<file path="src/rtl/pll_pkg.sv">
// Shared DPLL definitions: loop filter FSM states, default tuning-word width
// and a saturating signed adder reused by the DCO modulation path.
package pll_pkg;

  localparam int unsigned BIT_COUNT_DEF = 24;

  // Working width of sat_add. The extra internal bit keeps the sum from wrapping.
  localparam int unsigned SAT_W  = 32;
  localparam int unsigned SAT_WW = SAT_W + 1;

  typedef enum logic [1:0] {
    ST_IDLE     = 2'd0,
    ST_TRACK    = 2'd1,
    ST_HOLDOVER = 2'd2
  } pll_state_e;

  // a + b clamped to [-lim, +lim]; lim must be non-negative.
  function automatic logic signed [SAT_W-1:0] sat_add(
    input logic signed [SAT_W-1:0] a,
    input logic signed [SAT_W-1:0] b,
    input logic signed [SAT_W-1:0] lim
  );
    logic signed [SAT_WW-1:0] s;
    logic signed [SAT_WW-1:0] l;
    s = SAT_WW'(a) + SAT_WW'(b);
    l = SAT_WW'(lim);
    if (s > l)  return lim;
    if (s < -l) return -lim;
    return SAT_W'(s);
  endfunction

endpackage

</file>
<file path="src/rtl/sync_edge_det.sv">
// Synchronizers for the asynchronous reference and DCO feedback inputs.
// Ports:
//   sys_clk, ext_rst_n : clock, async active-low reset
//   ref_in, fb_in      : asynchronous inputs
//   ref_rise_c         : one-cycle pulse on a synchronized ref_in rise (combinational)
//   fb_s               : feedback bit sampled two flops deep (registered)
module sync_edge_det (
  input  logic sys_clk,
  input  logic ext_rst_n,
  input  logic ref_in,
  input  logic fb_in,
  output logic ref_rise_c,
  output logic fb_s
);

  logic r1, r2, r3;
  logic f1, f2;

  // Two-flop synchronizers; r3 is the delayed copy for edge detection.
  always_ff @(posedge sys_clk or negedge ext_rst_n) begin
    if (!ext_rst_n) begin
      r1 <= 1'b0;
      r2 <= 1'b0;
      r3 <= 1'b0;
      f1 <= 1'b0;
      f2 <= 1'b0;
    end else begin
      r1 <= ref_in;
      r2 <= r1;
      r3 <= r2;
      f1 <= fb_in;
      f2 <= f1;
    end
  end

  assign ref_rise_c = r2 & ~r3;
  assign fb_s       = f2;

endmodule

</file>
<file path="src/rtl/bbpd_loop_filter.sv">
// Bang-bang phase detector plus proportional-integral loop filter producing the
// DCO tuning word, with lock and holdover status.
// Ports:
//   sys_clk, ext_rst_n : clock, async active-low reset
//   enable             : loop enable; low returns to IDLE and freezes integ
//   ref_in             : reference edge input (asynchronous)
//   fb_in              : DCO output fed back (asynchronous)
//   base_word          : nominal free-running tuning word (unsigned)
//   kp, ki             : proportional / integral gains (unsigned)
//   tune_word          : registered, saturated tuning word to the DCO
//   pd_dir             : last phase decision, 1 = speed up
//   locked             : alternating-decision lock indicator
//   holdover           : high while the reference has timed out
module bbpd_loop_filter
  import pll_pkg::*;
#(
  parameter int unsigned bit_count  = BIT_COUNT_DEF,
  parameter int unsigned GAIN_W     = 16,
  parameter int unsigned INTEG_LIM  = 2**20,
  parameter int unsigned LOCK_EDGES = 16,
  parameter int unsigned TIMEOUT    = 4096
) (
  input  logic                 sys_clk,
  input  logic                 ext_rst_n,
  input  logic                 enable,
  input  logic                 ref_in,
  input  logic                 fb_in,
  input  logic [bit_count-1:0] base_word,
  input  logic [GAIN_W-1:0]    kp,
  input  logic [GAIN_W-1:0]    ki,
  output logic [bit_count-1:0] tune_word,
  output logic                 pd_dir,
  output logic                 locked,
  output logic                 holdover
);

  localparam int unsigned INTEG_W = $clog2(INTEG_LIM + 1) + 1;
  localparam int unsigned PROP_W  = GAIN_W + 1;
  localparam int unsigned SUM_W   = bit_count + 2;
  localparam int unsigned LCNT_W  = $clog2(LOCK_EDGES + 1);
  localparam int unsigned TMO_W   = $clog2(TIMEOUT);

  logic ref_rise;
  logic fb_s;
  logic dir_late;

  pll_state_e                 state, state_nxt;
  logic signed [INTEG_W-1:0]  integ, integ_nxt;
  logic signed [PROP_W-1:0]   prop, prop_nxt;
  logic [LCNT_W-1:0]          lock_cnt, lock_cnt_nxt;
  logic [TMO_W-1:0]           tmo_cnt, tmo_cnt_nxt;
  logic                       locked_nxt, pd_dir_nxt, holdover_nxt;
  logic [bit_count-1:0]       tune_nxt;
  logic                       filt;

  logic signed [PROP_W-1:0]   kp_s;
  logic signed [SAT_W-1:0]    ki_step;
  logic signed [SAT_W-1:0]    integ_sum;
  logic                       integ_sum_unused;
  logic signed [SUM_W-1:0]    tune_sum;

  sync_edge_det u_sync (
    .sys_clk    (sys_clk),
    .ext_rst_n  (ext_rst_n),
    .ref_in     (ref_in),
    .fb_in      (fb_in),
    .ref_rise_c (ref_rise),
    .fb_s       (fb_s)
  );

  // Feedback still low at the reference edge means the DCO is late.
  assign dir_late = ~fb_s;

  assign kp_s    = $signed({1'b0, kp});
  assign ki_step = dir_late ? SAT_W'($signed({1'b0, ki})) : -SAT_W'($signed({1'b0, ki}));

  // Saturation keeps the result within INTEG_W; the upper bits only repeat the sign.
  assign integ_sum        = sat_add(SAT_W'(integ), ki_step, SAT_W'(INTEG_LIM));
  assign integ_sum_unused = ^integ_sum[SAT_W-1:INTEG_W];

  // Two guard bits: one for the sign, one so overflow past the top is visible.
  assign tune_sum = $signed({2'b00, base_word}) + SUM_W'(integ) + SUM_W'(prop);

  // State and datapath registers.
  always_ff @(posedge sys_clk or negedge ext_rst_n) begin
    if (!ext_rst_n) begin
      state     <= ST_IDLE;
      integ     <= '0;
      prop      <= '0;
      lock_cnt  <= '0;
      tmo_cnt   <= '0;
      locked    <= 1'b0;
      pd_dir    <= 1'b0;
      holdover  <= 1'b0;
      tune_word <= '0;
    end else begin
      state     <= state_nxt;
      integ     <= integ_nxt;
      prop      <= prop_nxt;
      lock_cnt  <= lock_cnt_nxt;
      tmo_cnt   <= tmo_cnt_nxt;
      locked    <= locked_nxt;
      pd_dir    <= pd_dir_nxt;
      holdover  <= holdover_nxt;
      tune_word <= tune_nxt;
    end
  end

  // Next-state, filter and lock logic.
  always_comb begin
    state_nxt    = state;
    integ_nxt    = integ;
    prop_nxt     = prop;
    lock_cnt_nxt = lock_cnt;
    tmo_cnt_nxt  = tmo_cnt;
    locked_nxt   = locked;
    pd_dir_nxt   = pd_dir;
    filt         = 1'b0;

    if (ref_rise) begin
      pd_dir_nxt = dir_late;
    end

    if (!enable) begin
      state_nxt    = ST_IDLE;
      prop_nxt     = '0;
      locked_nxt   = 1'b0;
      lock_cnt_nxt = '0;
      tmo_cnt_nxt  = '0;
    end else begin
      unique case (state)
        ST_IDLE: begin
          prop_nxt    = '0;
          tmo_cnt_nxt = '0;
          if (ref_rise) begin
            state_nxt    = ST_TRACK;
            filt         = 1'b1;
            lock_cnt_nxt = '0;
          end
        end
        ST_TRACK: begin
          if (ref_rise) begin
            // A ref edge on the timeout cycle keeps us tracking.
            filt        = 1'b1;
            tmo_cnt_nxt = '0;
            if (dir_late != pd_dir) begin
              if (lock_cnt >= LCNT_W'(LOCK_EDGES - 1)) begin
                lock_cnt_nxt = LCNT_W'(LOCK_EDGES);
                locked_nxt   = 1'b1;
              end else begin
                lock_cnt_nxt = lock_cnt + LCNT_W'(1);
              end
            end else begin
              lock_cnt_nxt = '0;
              locked_nxt   = 1'b0;
            end
          end else if (tmo_cnt == TMO_W'(TIMEOUT - 1)) begin
            state_nxt    = ST_HOLDOVER;
            tmo_cnt_nxt  = '0;
            prop_nxt     = '0;
            locked_nxt   = 1'b0;
            lock_cnt_nxt = '0;
          end else begin
            tmo_cnt_nxt = tmo_cnt + TMO_W'(1);
          end
        end
        ST_HOLDOVER: begin
          prop_nxt    = '0;
          locked_nxt  = 1'b0;
          tmo_cnt_nxt = '0;
          if (ref_rise) begin
            state_nxt    = ST_TRACK;
            filt         = 1'b1;
            lock_cnt_nxt = '0;
          end
        end
        default: begin
          state_nxt = ST_IDLE;
        end
      endcase

      if (filt) begin
        prop_nxt  = dir_late ? kp_s : -kp_s;
        integ_nxt = INTEG_W'(integ_sum);
      end
    end
  end

  // Output-side next values: holdover tracks the next state; tune_word saturates.
  always_comb begin
    holdover_nxt = (state_nxt == ST_HOLDOVER);
    if (tune_sum[SUM_W-1]) begin
      tune_nxt = '0;
    end else if (tune_sum[SUM_W-2]) begin
      tune_nxt = '1;
    end else begin
      tune_nxt = tune_sum[bit_count-1:0];
    end
  end

endmodule

</file>
<file path="config.mk">
export PLATFORM = sky130hd
export DESIGN_NAME = bbpd_loop_filter
export DESIGN_NICKNAME = d
export VERILOG_FILES = /design/src/rtl/pll_pkg.sv /design/src/rtl/sync_edge_det.sv /design/src/rtl/bbpd_loop_filter.sv
export SDC_FILE = /design/constraint.sdc
export NUM_CORES = 1
export LEC_CHECK = 0
export CAP_MARGIN = 5
export CORE_MARGIN = 5
export CORE_UTILIZATION = 45
export DETAILED_ROUTE_END_ITERATION = 8
export DONT_BUFFER_PORTS = 1
export GPL_TIMING_DRIVEN = 1
export HOLD_SLACK_MARGIN = 0.1
export PLACE_DENSITY_LB_ADDON = 0.3
export SYNTH_ARGS = -nofsm -noshare
export SYNTH_HDL_FRONTEND = slang
export SYNTH_SLANG_ARGS = --single-unit
export TNS_END_PERCENT = 20
</file>
<file path="constraint.sdc">
create_clock -name sys_clk -period 3.8 [get_ports sys_clk]
set_clock_uncertainty 0.1 [all_clocks]
set_input_delay 0.38 -clock sys_clk [delete_from_list [all_inputs] [get_ports sys_clk]]
set_output_delay 0.38 -clock sys_clk [all_outputs]
set_load 0.01 [all_outputs]
</file>
==> results of run 1 <==
-- per-layer routing --
| layer | vias up | part of all wire | GRT usage | wire length [um] |
|---|---|---|---|---|
| li1 | 3913 | - | - | - |
| met1 | 3685 | 0.48 | 0.295 | 10800 |
| met2 | 196 | 0.45 | 0.323 | 10200 |
| met3 | 32 | 0.047 | 0.0224 | 1050 |
| met4 | 0 | 0.023 | 0.0727 | 529 |
| met5 | - | 0 | 0 | 0 |
-- path summary, 6_finish.rpt --
kind / slack, ps / cells after the start / start / endpoint
min reg2reg: 250 / 0 / u_sync.r1 / u_sync.r2
max: -680 / 17 / ki[5] / integ[13]
min in group asynchronous: 550 / 2 / ext_rst_n / tune_word[18]
min: 110 / 2 / enable / locked
max reg2reg: -30 / 15 / u_sync.fb_s / integ[13]
max in group asynchronous: 2720 / 2 / ext_rst_n / lock_cnt[1]
-- cell families (layout without fill, tap and decap cells) --
group           count (synthesis)  count (layout)  synth area share
flops                          90              90             0.264
buf+inv                        85             226            0.0406
simple gates                  324             324             0.196
mux                             9               9            0.0109
fa+ha+maj                      91              91             0.157
compound gates                321             321             0.262
xor+xnor                       68              68            0.0698
-- flip-flops by register name (all words and copies together), names as in the netlist --
register	flops
prop	17
holdover	1
pd_dir	1
tmo_cnt	12
u_sync.fb_s	1
lock_cnt	5
u_sync.f1	1
tune_word	24
locked	1
state	2
u_sync.r2	1
u_sync.r1	1
u_sync.r3	1
integ	22
-- placed cells by master (no fill, tap or decap), drive strengths merged, types with 42 or more instances in the layout --
cell,n
dfrtp,90
o21a,53
o21ai,75
nor2,62
a21oi,52
xnor2,42
ha,64
inv,43
buf,167
nand2,94
-- power by group through the flow --
stage / registers, mW / logic, mW / clock network [mW]
detailed placement: 1.29 / 2.37 / 0
floorplan: 1.27 / 1.51 / 0
CTS: 1.27 / 2.48 / 0.944
global placement: 1.29 / 2.35 / 0
global route: 1.28 / 2.79 / 0.985
finish: 1.27 / 2.54 / 0.926
-- stage by stage --
step                 util  area [um2]
global route        0.574       10700
detailed placement  0.531        9940
CTS                 0.565       10600
global placement    0.531        9940
floorplan               -        8620
finish              0.574       10700
-- worst register-to-register path, cell delays in order (launching register included) --
cell and delay, ps:
dfrtp_1 400, buf_12 160, o21ai_0 270, inv_1 110, fa_1 410, nand2b_1 170
a21o_1 170, buf_4 130, and2_1 140, o31ai_1 290, xnor2_1 180, nand4bb_1 200
nor4_4 340, o2111ai_4 210, buf_6 200, o31ai_2 230
-- layout make-up --
class | count | area, um2 | share of cell area
Tap cell | 234 | 293 | 0.0273
Inverter | 39 | 146 | 0.0136
Multi-Input combinational cell | 813 | 6320 | 0.589
Clock inverter | 7 | 85.1 | 0.00793
Clock buffer | 9 | 225 | 0.0210
Timing Repair Buffer | 171 | 1420 | 0.132
Sequential cell | 90 | 2250 | 0.210
-- what timing repair did --
item                                   4_1_cts  5_1_grt
cloned                                       2        0
gates resized for setup                     42       30
endpoints found under the hold margin       95        0
setup endpoints to repair                   22       46
pin swaps                                   20       21
hold buffers                                 5        0
buffers inserted                             6        3
==> run_results.csv, run 1 <==
group,metric,value,unit
cts,cts_tree,"yes",
timing,tns,-13030,ps
timing,layout_worst_path_cycle_share,1.18,
cts,cts_max_path_buffers,2,
timing,relSlewSlack,0.586,
flow_run,maxCapViolCount,0,
synth,seq_area_frac_synth,0.264,
cts,cts.sinks,90,
synth,synth_commonest_cells,"94 x nand2_1, 90 x dfrtp_1, 72 x o21ai_0, 64 x ha_1, 62 x nor2_1",
synth,synth_area_leader_cell,"dfrtp_1",
global_routing,overflow,0,
detailed_routing,drtIter0Drc,438,
global_routing,grt_start_max_net_pins,91,
synth,avgSynthCellArea,8.64,um2
power,p_int,2.82,mW
worst_setup_path,path_cells,"or4_4 -> buf_6 -> or4_4 -> o41ai_4 -> xnor2_1 -> ha_1 -> a21o_1 -> nand2b_4 -> a211o_4 -> o211ai_1 -> buf_4 -> nor2_1 -> mux2i_1 -> a2111oi_4 -> o2111ai_4 -> buf_6 -> o31ai_2",
timing,setup_violations,21,
floorplanning,dieArea,21800,um2
power,switching_share,0.403,
detailed_routing,viasPerCell,5.74,
cts,cts_buffers,9,
power,clkPwrFrac,0.196,
detailed_routing,drc,0,
synth,synth.most_common_cell,"nand2_1",
final_layout,final_layout_size_suffix_gt1_frac,0.225,
placement,dp_hpwl,17700,um
global_routing,grt_pass1_vias,7418,
final_layout,area_growth,25.8,%
power,p_leak,4.87,nW
placement,place_inst,1332,
timing,worst_slack,-683,ps
worst_setup_path,path_delay_family,"compound AO/OA/AOI/OAI gates",
synth,synth_async_sr_flop_share,1.00,
worst_setup_path,path_max_fanout,6,
worst_setup_path,critPathLaunchType,"primary input",
cts,clock_latency,350,ps
global_routing,grt_pass1_wl,37300,um
cts,cts_max_level,3,
worst_setup_path,worstSetupEndpointType,"flop",
synth,yosys_warnings,0,
timing,fmax,223,MHz
synth,synth_cells,988,
final_layout,final_cell_count_no_fill,1363,
floorplanning,coreArea,18700,um2
detailed_routing,antenna_left,0,
final_layout,fill_cells,1583,
floorplanning,fp.dieW,148,um
detailed_routing,wl,22600,um
global_routing,grt_usage,0.206,
synth,syn-num-nets,1140,
power,p_sw,1.91,mW
worst_setup_path,critical_path_required,3950,ps
power,power-per-cell-area,441,nW/um2
placement,pre_cts_ws,-1290,ps
global_routing,antenna_found_initial,0,
power,combPwrFrac,0.537,
detailed_routing,vias,7826,
floorplanning,rows,50,
power,p_seq_frac,0.268,
worst_setup_path,slowest_delay,530,ps
timing,finalMaxSlewViolations,0,
final_layout,n_antenna_cell,0,
placement,place.gp.congestion,0.914,
timing,rsz0062_at_grt,"yes",
placement,numPortBuffers,0,
synth,ys_seq_elements,90,
worst_setup_path,cpMaxStageDelayCell,"or4_4",
floorplanning,dieHeight,148,um
power,ir_worst_vdd,0.000280,V
timing,timing.final.hold_violations,0,
timing,hold_slack,110,ps
detailed_routing,drt-wirelength-per-cell,16.6,um
cts,clock-root-buffer,"clkbuf_16",
floorplanning,initial_core_util,0.456,
run_status,violations,"setup timing",
run_status,status,"finished, violations left",
worst_setup_path,worstPathArrival,4640,ps
floorplanning,ios,88,
final_layout,nets,1276,
synth,synth_edf_count,0,
timing,worst_slew_pin_slew,621,ps
synth,synth.area.top_cells,"dfrtp_1 26%, ha_1 9.4%, fa_1 6.3%",
synth,ys_types,76,
synth,ys.flop_type,"dfrtp_1",
power,power,4.73,mW
min_path,holdCritPathClass,"in2reg",
synth,yosysTopAreaCellShare,0.264,
worst_setup_path,worst-path-buf-inv,3,
cts,clk_pin_slew,70,ps
synth,syn-cell-area,8530,um2
timing,post-route-min-period,4480,ps
detailed_routing,drtPass1Iterations,5,
worst_setup_path,path_class,"in2reg",
Power figures use the tool's default switching activity.
==> run 2: changes to the inputs <==
Settings changed: PLACE_DENSITY set to 0.62, PLACE_DENSITY_LB_ADDON 0.3 to not set.
==> run 2 against run 1 <==
Net effect:
- the flow still finishes with violations (setup timing)
- die area did not move
- sequential share of layout area rose by 0.17 points
- largest cell class unchanged
- highest routed layer is now met5
- critical path depth stayed put
- register-to-register slack worse by 30 ps
- wire length increased by 0.62%
==> run_results.csv, run 2 (synthesis gave the netlist of run 1 again) <==
group,metric,value,unit
global_routing,grt_pass1_wl,37100,um
floorplanning,coreArea,18700,um2
power,ir_worst_vdd,0.000355,V
placement,place_inst,1331,
timing,worst_slack,-748,ps
timing,fmax,220,MHz
min_path,holdCritPathClass,"in2reg",
cts,clk_pin_slew,70,ps
timing,layout_worst_path_cycle_share,1.20,
worst_setup_path,worstPathArrival,4670,ps
detailed_routing,drt-wirelength-per-cell,16.7,um
detailed_routing,drtPass1Iterations,5,
worst_setup_path,worstSetupEndpointType,"flop",
floorplanning,dieArea,21800,um2
detailed_routing,antenna_left,0,
global_routing,grt_start_max_net_pins,91,
final_layout,final_cell_count_no_fill,1361,
detailed_routing,drc,0,
global_routing,grt_pass1_vias,7492,
worst_setup_path,path_class,"in2reg",
floorplanning,initial_core_util,0.456,
final_layout,top_regs,"tune_word (24), integ (22), prop (17)",
power,power-per-cell-area,441,nW/um2
timing,finalMaxSlewViolations,0,
floorplanning,ios,88,
timing,rsz0062_at_grt,"yes",
detailed_routing,vias,7841,
cts,cts_buffers,9,
final_layout,n_antenna_cell,0,
cts,cts_max_level,3,
floorplanning,rows,50,
flow_run,maxCapViolCount,0,
final_layout,nets,1274,
power,p_leak,4.84,nW
final_layout,largest_reg_flops,24,
cts,cts.sinks,90,
timing,timing.final.hold_violations,0,
placement,numPortBuffers,0,
global_routing,grt_usage,0.205,
cts,cts_max_path_buffers,2,
worst_setup_path,path_max_fanout,6,
worst_setup_path,critPathLaunchType,"primary input",
run_status,status,"finished, violations left",
detailed_routing,drtIter0Drc,479,
cts,clock-root-buffer,"clkbuf_16",
timing,post-route-min-period,4550,ps
global_routing,overflow,0,
global_routing,antenna_found_initial,1,
timing,relSlewSlack,0.556,
final_layout,top_register,"tune_word",
final_layout,mostFrequentLayoutCells,"154 x buf_4, 93 x nand2_1, 90 x dfrtp_1, 64 x ha_1, 62 x o21ai_0",
final_layout,fill_cells,1696,
final_layout,mostFrequentLayoutCell,"buf_4",
final_layout,area_growth,24.8,%
run_status,violations,"setup timing",
timing,setup_violations,21,
worst_setup_path,critical_path_required,3920,ps
floorplanning,fp.dieW,148,um
cts,cts_tree,"yes",
floorplanning,dieHeight,148,um
detailed_routing,viasPerCell,5.76,
detailed_routing,wl,22700,um
cts,clock_latency,340,ps
timing,tns,-14110,ps
placement,place.gp.congestion,0.899,
placement,dp_hpwl,18100,um
worst_setup_path,reg2reg_slack,-60,ps
final_layout,final_layout_size_suffix_gt1_frac,0.218,
timing,worst_slew_pin_slew,667,ps
## run 2: cell types whose count changed in the layout (fill, tap and decap cells not counted), sizes merged
cell	delta
clkinv	+3
clkbuf	+2
buf	-3
clkinvlp	-1
inv	-3
## run 2: worst paths after layout
check | startpoint | end | cells past startpoint
worst max-delay path | ki[5] | integ[20] | 17
worst max register to register | u_sync.fb_s | integ[20] | 15
worst min register to register | u_sync.r1 | u_sync.r2 | 0
max in group asynchronous | ext_rst_n | prop[6] | 2
min in group asynchronous | ext_rst_n | lock_cnt[0] | 2
worst min-delay path | kp[0] | prop[0] | 2
## run 2: per-layer routing
metal  vias up  GRT usage  wire (um)
met3        25     0.0193        833
li1       3910          -          -
met4         2     0.0480        263
met5         -          0         13
met2       160      0.330      10500
met1      3744      0.297      11100
## run 2: layout make-up
cell class,count,area [um2],area share
Clock buffer,10,239,0.0224
Multi-Input combinational cell,813,6240,0.586
Clock inverter,6,65.1,0.00611
Timing Repair Buffer,169,1410,0.133
Tap cell,234,293,0.0275
Sequential cell,90,2250,0.211
Inverter,39,146,0.0137
## run 2: per-stage QoR
step	worst slack (ps)	total power [mW]	hold WS, ps	utilization	cell area (um2)
final	-748	4.70	124	0.569	10700
after global placement	-1170	3.65	-13.5	0.532	9950
after detailed placement	-1250	3.67	-13.1	0.532	9950
after global routing	-861	5.05	129	0.569	10700
after CTS	-761	4.67	108	0.564	10600
after floorplan	-1190	2.78	-15.6	-	8620
## run 2: repair_timing
item,4_1_cts,5_1_grt
cloned,1,0
hold buffers,5,0
hold endpoints to repair,95,0
gates resized for setup,38,19
buffers inserted,6,2
endpoints found under the setup margin,22,46
pin swaps,23,6
## run 2: worst max-delay path, cell delays in order
cell       delay, ps
or4_4            520
buf_4            160
or4_4            450
o41ai_4          240
xnor2_1          170
ha_1             310
a21o_1           250
nand2b_1         160
a211o_4          360
buf_4            160
nor4_2           200
nor3b_1          110
nand3b_1         210
nor4_4           340
o2111ai_4        200
buf_6            170
o32a_1           270
## run 2: power by group
| part | leakage (nW) | internal, mW | switching, mW |
|---|---|---|---|
| Sequential | 1.18 | 1.12 | 0.152 |
| Combinational | 3.52 | 1.19 | 1.34 |
| Clock | 0.149 | 0.529 | 0.369 |
| Total | 4.84 | 2.83 | 1.86 |
